### config.mk
export PLATFORM = sky130hd
export DESIGN_NAME = rf_wport_arbiter
export DESIGN_NICKNAME = d
export VERILOG_FILES = /design/src/rtl/rf_arb_pkg.sv /design/src/rtl/rf_scoreboard.sv /design/src/rtl/rf_wport_arbiter.sv
export SDC_FILE = /design/constraint.sdc
export NUM_CORES = 1
export LEC_CHECK = 0
export BUFFER_PORTS_ARGS = -buffer_cell sky130_fd_sc_hd__buf_2
export CAP_MARGIN = 20
export CORE_MARGIN = 2
export CORE_UTILIZATION = 40
export CTS_BUF_LIST = sky130_fd_sc_hd__clkbuf_8
export CTS_CLUSTER_DIAMETER = 50
export DETAILED_ROUTE_END_ITERATION = 10
export GPL_ROUTABILITY_DRIVEN = 0
export PLACE_DENSITY = 0.63
export SYNTH_ARGS = -nofsm -noshare
export SYNTH_HDL_FRONTEND = slang
export SYNTH_SLANG_ARGS = --single-unit
### constraint.sdc
create_clock -name clk -period 3.4 [get_ports clk]
set_input_delay 0.68 -clock clk [delete_from_list [all_inputs] [get_ports clk]]
set_output_delay 0.68 -clock clk [all_outputs]
set_load 0.005 [all_outputs]
### src/rtl/rf_arb_pkg.sv
// Shared types and widths for the regfile write-port arbiter.
package rf_arb_pkg;
   localparam int RF_AW   = 5;
   localparam int RF_DW   = 32;
   localparam int RF_NREG = 1 << RF_AW;

   typedef struct packed {
      logic             wen;
      logic [RF_AW-1:0] waddr;
      logic [RF_DW-1:0] wdata;
   } rf_wreq_t;
endpackage

### src/rtl/rf_scoreboard.sv
// Pending-destination scoreboard for long-latency ops: pend bitmap, outstanding
// count, issue gating and decode hazard stall.
module rf_scoreboard
   import rf_arb_pkg::*;
#(
   parameter int MAX_PEND = 4
) (
   input  logic             clk,
   input  logic             reset,
   input  logic             iss_valid_i,
   input  logic [RF_AW-1:0] iss_waddr_i,
   output logic             iss_ready_o,
   input  logic             commit_i,
   input  logic [RF_AW-1:0] commit_waddr_i,
   input  logic [RF_AW-1:0] rd_raddr1_i,
   input  logic [RF_AW-1:0] rd_raddr2_i,
   input  logic [RF_AW-1:0] rd_waddr_i,
   output logic             rd_stall_o
);
   localparam int CW = $clog2(MAX_PEND + 1);

   logic [RF_NREG-1:0] pend_q, pend_d;
   logic [CW-1:0]      cnt_q, cnt_d;
   logic               set, clr;

   assign iss_ready_o = (cnt_q < CW'(MAX_PEND)) && !pend_q[iss_waddr_i];
   assign rd_stall_o  = pend_q[rd_raddr1_i] | pend_q[rd_raddr2_i] | pend_q[rd_waddr_i];

   // r0 issues are accepted but never tracked; a stray commit to an untracked
   // register must not underflow the count.
   assign set = iss_valid_i && iss_ready_o && (iss_waddr_i != '0);
   assign clr = commit_i && pend_q[commit_waddr_i];

   always_comb begin
      pend_d = pend_q;
      if (clr) pend_d[commit_waddr_i] = 1'b0;
      if (set) pend_d[iss_waddr_i] = 1'b1;
      pend_d[0] = 1'b0;
      cnt_d = cnt_q;
      case ({set, clr})
         2'b10:   cnt_d = cnt_q + CW'(1);
         2'b01:   cnt_d = cnt_q - CW'(1);
         default: cnt_d = cnt_q;
      endcase
   end

   always_ff @(posedge clk or posedge reset) begin
      if (reset) begin
         pend_q <= '0;
         cnt_q  <= '0;
      end else begin
         pend_q <= pend_d;
         cnt_q  <= cnt_d;
      end
   end
endmodule

### src/rtl/rf_wport_arbiter.sv
// Regfile write-port arbiter: WB wins, one deferred long-latency result drains
// into idle WB slots. RF_ARB_STARVE_EN adds a starvation counter driving wb_hold.
module rf_wport_arbiter
   import rf_arb_pkg::*;
#(
   parameter int MAX_PEND   = 4,
   parameter int STARVE_LIM = 8
) (
   input  logic             clk,
   input  logic             reset,
   input  logic             wb_wen,
   input  logic [RF_AW-1:0] wb_waddr,
   input  logic [RF_DW-1:0] wb_wdata,
   output logic             wb_hold,
   input  logic             iss_valid,
   input  logic [RF_AW-1:0] iss_waddr,
   output logic             iss_ready,
   input  logic             lu_valid,
   input  logic [RF_AW-1:0] lu_waddr,
   input  logic [RF_DW-1:0] lu_wdata,
   output logic             lu_ready,
   input  logic [RF_AW-1:0] rd_raddr1,
   input  logic [RF_AW-1:0] rd_raddr2,
   input  logic [RF_AW-1:0] rd_waddr,
   output logic             rd_stall,
   output logic             rf_wen,
   output logic [RF_AW-1:0] rf_waddr,
   output logic [RF_DW-1:0] rf_wdata
);
   if (MAX_PEND < 1 || MAX_PEND > 15) begin : g_bad_pend
      $error("MAX_PEND out of range");
   end
   if (STARVE_LIM < 1 || STARVE_LIM > 255) begin : g_bad_lim
      $error("STARVE_LIM out of range");
   end

   rf_wreq_t buf_q, buf_d, rf_req;
   logic     wb_busy, commit, accept;

   // Writes to r0 are dropped, so they never steal the slot from the buffer.
   assign wb_busy  = wb_wen && (wb_waddr != '0);
   assign commit   = buf_q.wen && !wb_busy;
   assign lu_ready = !buf_q.wen;
   assign accept   = lu_valid && lu_ready;

   always_comb begin
      buf_d = buf_q;
      if (commit)      buf_d.wen = 1'b0;
      else if (accept) buf_d = '{wen: 1'b1, waddr: lu_waddr, wdata: lu_wdata};
   end

   always_ff @(posedge clk or posedge reset) begin
      if (reset) buf_q <= '0;
      else       buf_q <= buf_d;
   end

   always_comb begin
      rf_req = '0;
      if (wb_busy)        rf_req = '{wen: 1'b1, waddr: wb_waddr, wdata: wb_wdata};
      else if (buf_q.wen) rf_req = buf_q;
   end

   assign rf_wen   = rf_req.wen;
   assign rf_waddr = rf_req.waddr;
   assign rf_wdata = rf_req.wdata;

`ifdef RF_ARB_STARVE_EN
   logic [7:0] starve_q, starve_d;
   logic       hold_q, hold_d, blocked;

   assign blocked = buf_q.wen && wb_busy;

   always_comb begin
      starve_d = starve_q;
      hold_d   = hold_q;
      if (commit) begin
         starve_d = '0;
         hold_d   = 1'b0;
      end else if (blocked) begin
         if (starve_q != 8'hFF) starve_d = starve_q + 8'd1;
         if (starve_q == 8'(STARVE_LIM - 1)) hold_d = 1'b1;
      end
   end

   always_ff @(posedge clk or posedge reset) begin
      if (reset) begin
         starve_q <= '0;
         hold_q   <= 1'b0;
      end else begin
         starve_q <= starve_d;
         hold_q   <= hold_d;
      end
   end

   assign wb_hold = hold_q;
`else
   assign wb_hold = 1'b0;
`endif

   rf_scoreboard #(.MAX_PEND(MAX_PEND)) u_sb (
      .clk            (clk),
      .reset          (reset),
      .iss_valid_i    (iss_valid),
      .iss_waddr_i    (iss_waddr),
      .iss_ready_o    (iss_ready),
      .commit_i       (commit),
      .commit_waddr_i (buf_q.waddr),
      .rd_raddr1_i    (rd_raddr1),
      .rd_raddr2_i    (rd_raddr2),
      .rd_waddr_i     (rd_waddr),
      .rd_stall_o     (rd_stall)
   );
endmodule

---- Yosys cells after proc, flatten, opt, wreduce, memory -nomap -nowiden ----
Cells that the tools add are included.
storage, ports and cells
  register bits ........................... 72
  output and inout bits ................... 42
  word-level logic and storage cells ...... 61
operators by class
  mux-type cells .......................... 21
  magnitude comparators ................... 8
  reductions and logical operators ........ 17
  bitwise gates (word level) .............. 6
  equality and inequality tests ........... 2
  add/subtract/negate cells ............... 2
operators by type and width
  kind                 count
  $mux 38              3
  $mux 32              2
  $and 32x32->32       1
  $not 32->32          1
  $or 32x32->32        1
  $lt 5x6->1 const B   5
  $bmux 1 s5           5
  $demux 1 s5          2
  $ge 5x1->1 const B   2
  $reduce_bool 5->1    2
  $logic_and 1x1->1    9
  $mux 1               8
  $pmux 3 s2           1
  $reduce_bool 2->1    2
  $add 3x1->3 const B  1
  $logic_not 1->1      3
  $lt 3x3->1 const B   1
  $sub 3x1->3 const B  1
  $eq 2x1->1 const B   1
  $eq 2x2->1 const B   1
  $or 1x1->1           2
  $reduce_and 2->1     1
  $not 1->1            1

---- Depth between registers and ports, before layout ----
  depth in word-level cells ............... 9
  mapped depth ............................ 12
  mapped depth without buffers ............ 11

---- Cells and area by module ----
A second synthesis with hierarchy kept.
unflattened totals
  cells, all modules ...................... 430
  area, all modules ....................... 4848.4 um^2
modules (own cells, without submodules)
  module            cells each  instances  area each (um^2)
  rf_scoreboard     293         1          2965.3
  rf_wport_arbiter  137         1          1883.1

---- Least setup slack after synthesis ----
No wires, ideal clock.
  kind .................................... input to register
  start ................................... input port iss_waddr[0]
  end ..................................... register u_sb.cnt_q[2]
  path slack .............................. 15 ps
  arrival time ............................ 3260 ps
  data required time ...................... 3275 ps
  setup time .............................. 125 ps
  path buffers ............................ 1
  cell stages on the path ................. 11
  cells stage by stage .................... buf_2 mux4_2 nor3b_1 a41oi_1 nand4b_2 or3_1 ha_1 fa_1 xnor2_1 nor2_1 xor2_1
between the ends
  cells in the longest elaborated chain, start to end .. 8
  elaborated cells between the ends (all ways) .. 11
  classes of those cells .................. 2 x eq/ne; 3 x mux; 6 x reduce/logical
ends and longest elaborated chain
  item                                             line                    text
  start: declaration                               rf_wport_arbiter.sv:16  input logic [RF_AW-1:0] iss_waddr,
  $bmux 1 s5                                       rf_scoreboard.sv:26     assign iss_ready_o = (cnt_q < CW'(MAX_PEND)) && !pend_q[iss_waddr_i];
  $mux 1 (implied by the code)                     rf_scoreboard.sv:26
  $logic_not 1->1                                  rf_scoreboard.sv:26
  $logic_and 1x1->1                                rf_scoreboard.sv:26
  $logic_and 1x1->1                                rf_scoreboard.sv:31     assign set = iss_valid_i && iss_ready_o && (iss_waddr_i != '0);
  $logic_and 1x1->1 *                              rf_scoreboard.sv:31
  $eq 2x1->1 or $eq 2x2->1 (tied branches)         rf_scoreboard.sv:40     case ({set, clr})
  $pmux 3 s2 or $reduce_bool 2->1 (tied branches)  --
  end signal: assignment                           rf_scoreboard.sv:53     cnt_q <= cnt_d;
  end: declaration                                 rf_scoreboard.sv:23     logic [CW-1:0] cnt_q, cnt_d;
Mark *: on every way between the ends. The rest lies on a longest branch, timed or not. The select of a mux whose other input is x is not followed.
A chain may end at the register's enable or synchronous reset.

---- Worst setup path after layout ----
  start ................................... input port iss_waddr[0]
  end ..................................... output port iss_ready
between the ends
  cells in the longest elaborated chain, start to end .. 4
ends and longest elaborated chain
  item                          line                    text
  $bmux 1 s5                    rf_scoreboard.sv:26
  $mux 1 (implied by the code)  rf_scoreboard.sv:26
  $logic_not 1->1               rf_scoreboard.sv:26
  $logic_and 1x1->1             rf_scoreboard.sv:26
  end: declaration              rf_wport_arbiter.sv:17  output logic iss_ready,
No other way between the ends. The select of a mux whose other input is x is not followed.

==> out/results.ini <==
[status]
outcome = complete, no violations

[logic_synthesis]
synth_cell_types = 57
synth.avg_cell_area_um2 = 9.77
synth_async_sr_flop_share_pct = 100
synthTopCellsByArea = dfrtp_1 (35%), mux4_2 (12%), mux2_2 (9.3%)
synth_top_flop_cell = dfrtp_1
synthCells = 523
ys_seq_area_share_pct = 35.3
yosysMostFrequentCell = nand2_1
yosys_warnings = 0
syn-num-nets = 624
synth_top_area_cell = dfrtp_1
synth-edff-count = 0
synthTopCellsByCount = nand2_1 (101), dfrtp_1 (72), mux2_2 (42), nand3_1 (37), o41ai_1 (31)
ys_ff_latch = 72
yosysTopAreaCellShare_pct = 35.3
syn_area_um2 = 5110

[layout]
finalNonFillerCells = 815
fin_util_pct = 48.4
diodes = 0
fin_nets = 740
drive_gt1_share_pct = 38.9
fillers = 1192
syn_to_final_growth_pct = 18.9

[timing]
slew_viol_final = 0
min_period_ns = 3.02
worstMarginPinSlew_ns = 0.922
setup_viol = 0
fmax_mhz = 331
fin_tns_setup_ns = 0
rsz0062_at_grt = false
skew_ns = 0.0134
final-hold-violation-count = 0
post-route-period-util_pct = 88.8
slew_headroom_pct = 38.5

[clock_tree]
ctsHoldBuffers = 0
htreeDepth = 3
clock-sinks = 72
clk_path_buf_depth = 2
clk_latency_ns = 0.36
clock-root-buffer = clkbuf_8
clk_pin_slew_worst_paths_ns = 0.08
post_cts_buffers = 0
cts_made_buffers = 9
cts_tree = yes
post_cts_resized = 0

[die]
die_x_um = 117
coreArea_um2 = 12600
io_pins = 141
rows = 41
initial_core_util_pct = 40.7
dieArea_um2 = 13700
die_h_um = 117

[detailed_routing]
wl_um = 16000
drt-initial-drc-count = 329
wl_per_cell_um = 19.6
ant_nets = 0
vias = 4831
route.detailed.drc = 0
vias_per_cell = 5.93
drt-pass1-iter-count = 5

[grt]
grt.total_usage_pct = 23.8
grt_overflow = 0
grt_max_degree = 73
grt_pass1_vias = 4652
antenna_found_initial = 0
grt_pass1_wl_um = 24700

[setup_path]
required_ns = 2.72
path_max_fanout = 18
end_kind = output pin
crit_arrival_ns = 2.34
timing.reg2reg.setup_slack_ns = 0.40
critPathKind = in -> out
worst_setup_path_start_kind = input port

[min_path]
hp-class = reg -> reg

[placed_design]
port_buffers = 139
place_inst = 800
dp_hpwl_um = 11400

[power_and_ir_drop]
vdd.ir_drop.worst_mv = 0.268
p_leak_uw = 0.00272
cellPowerDensity_nw_per_um2 = 655

[flow_run]
drv_cap = 0

==> through the flow <==
step | hold WS [ns] | setup slack (ns) | power (µW) | cell area, µm²
5_1_grt | 0.529 | 0.216 | 4190 | 6080
4_1_cts | 0.516 | 0.353 | 3940 | 6080
3_3_place_gp | 0.491 | 0.118 | 3200 | 5880
3_5_place_dp | 0.497 | 0.0452 | 3240 | 5880
2_1_floorplan | 0.463 | 0.0151 | 2680 | 5110
6_report | 0.513 | 0.380 | 3980 | 6080
==> cells by family after synthesis <==
family | Yosys count | synth area share (%)
other | 1 | 0.0734
muxes | 89 | 25.1
AOI/OAI and AO/OA | 93 | 12.6
adders and majority gates | 2 | 0.636
buffers and inverters | 60 | 6.10
DFF | 72 | 35.3
xor gates and xnor gates | 3 | 0.514
and+or+nand+nor | 203 | 19.8
==> flip-flops by register name (all words and copies together) (netlist names) <==
| register | count |
|---|---|
| buf_q | 38 |
| u_sb.cnt_q | 3 |
| u_sb.pend_q | 31 |
==> critical path, cell delays in order <==
cell      delay (ns)
buf_2           0.15
buf_4           0.17
mux4_2          0.49
a22oi_1         0.27
nand4b_2        0.14
buf_4           0.22
nor2_1          0.11
buf_2           0.12
==> final timing paths <==
check	cells past startpoint	startpoint	end
worst max register to register	9	buf_q[34]	u_sb.cnt_q[1]
worst max-delay path	8	iss_waddr[0]	iss_ready
worst min register to register	1	buf_q[9]	buf_q[9]
max in group asynchronous	3	reset	u_sb.pend_q[5]
min in group asynchronous	3	reset	u_sb.cnt_q[1]
worst min-delay path	1	buf_q[9]	buf_q[9]
==> final cells by class <==
class / instances / area, µm² / area share (%)
well taps: 172 / 215 / 3.54
repair buffers: 157 / 831 / 13.7
clock buffers: 10 / 138 / 2.26
flip-flops and latches: 72 / 1800 / 29.6
multi-input cells: 391 / 3010 / 49.4
clock inverters: 5 / 57.6 / 0.947
inverters: 8 / 30.0 / 0.494
==> layer usage <==
layer  wire, µm  vias up  track usage (%)
li1           -     2195                -
met1       6260     2320             31.7
met2       7670      258             36.8
met3       1350       58             4.33
met4        738        0             13.5
met5          0        -                0
==> cell usage in the layout (no fill, tap or decap), types with 3 or more instances in the layout <==
cell type and instances:
nand2_1 101, o21ai_0 17, clkbuf_8 10, nor3b_1 8, o21ai_1 21, or3_1 5, dfrtp_1 72, mux4_2 27
inv_1 7, or3b_1 3, nand3b_1 6, nor3_1 5, nor2_1 10, buf_4 18, or4_1 4, o22ai_1 7
mux2i_1 20, mux2_2 42, buf_2 139, nand4b_1 4, o41ai_1 31, nand3_1 37, nand4_1 4
==> report_power, final <==
part           internal (µW)  total, µW  switching, µW
registers               1150       1730            583
logic                    832       1560            732
clock network            355        687            332
(Power assumes the default switching activity.)
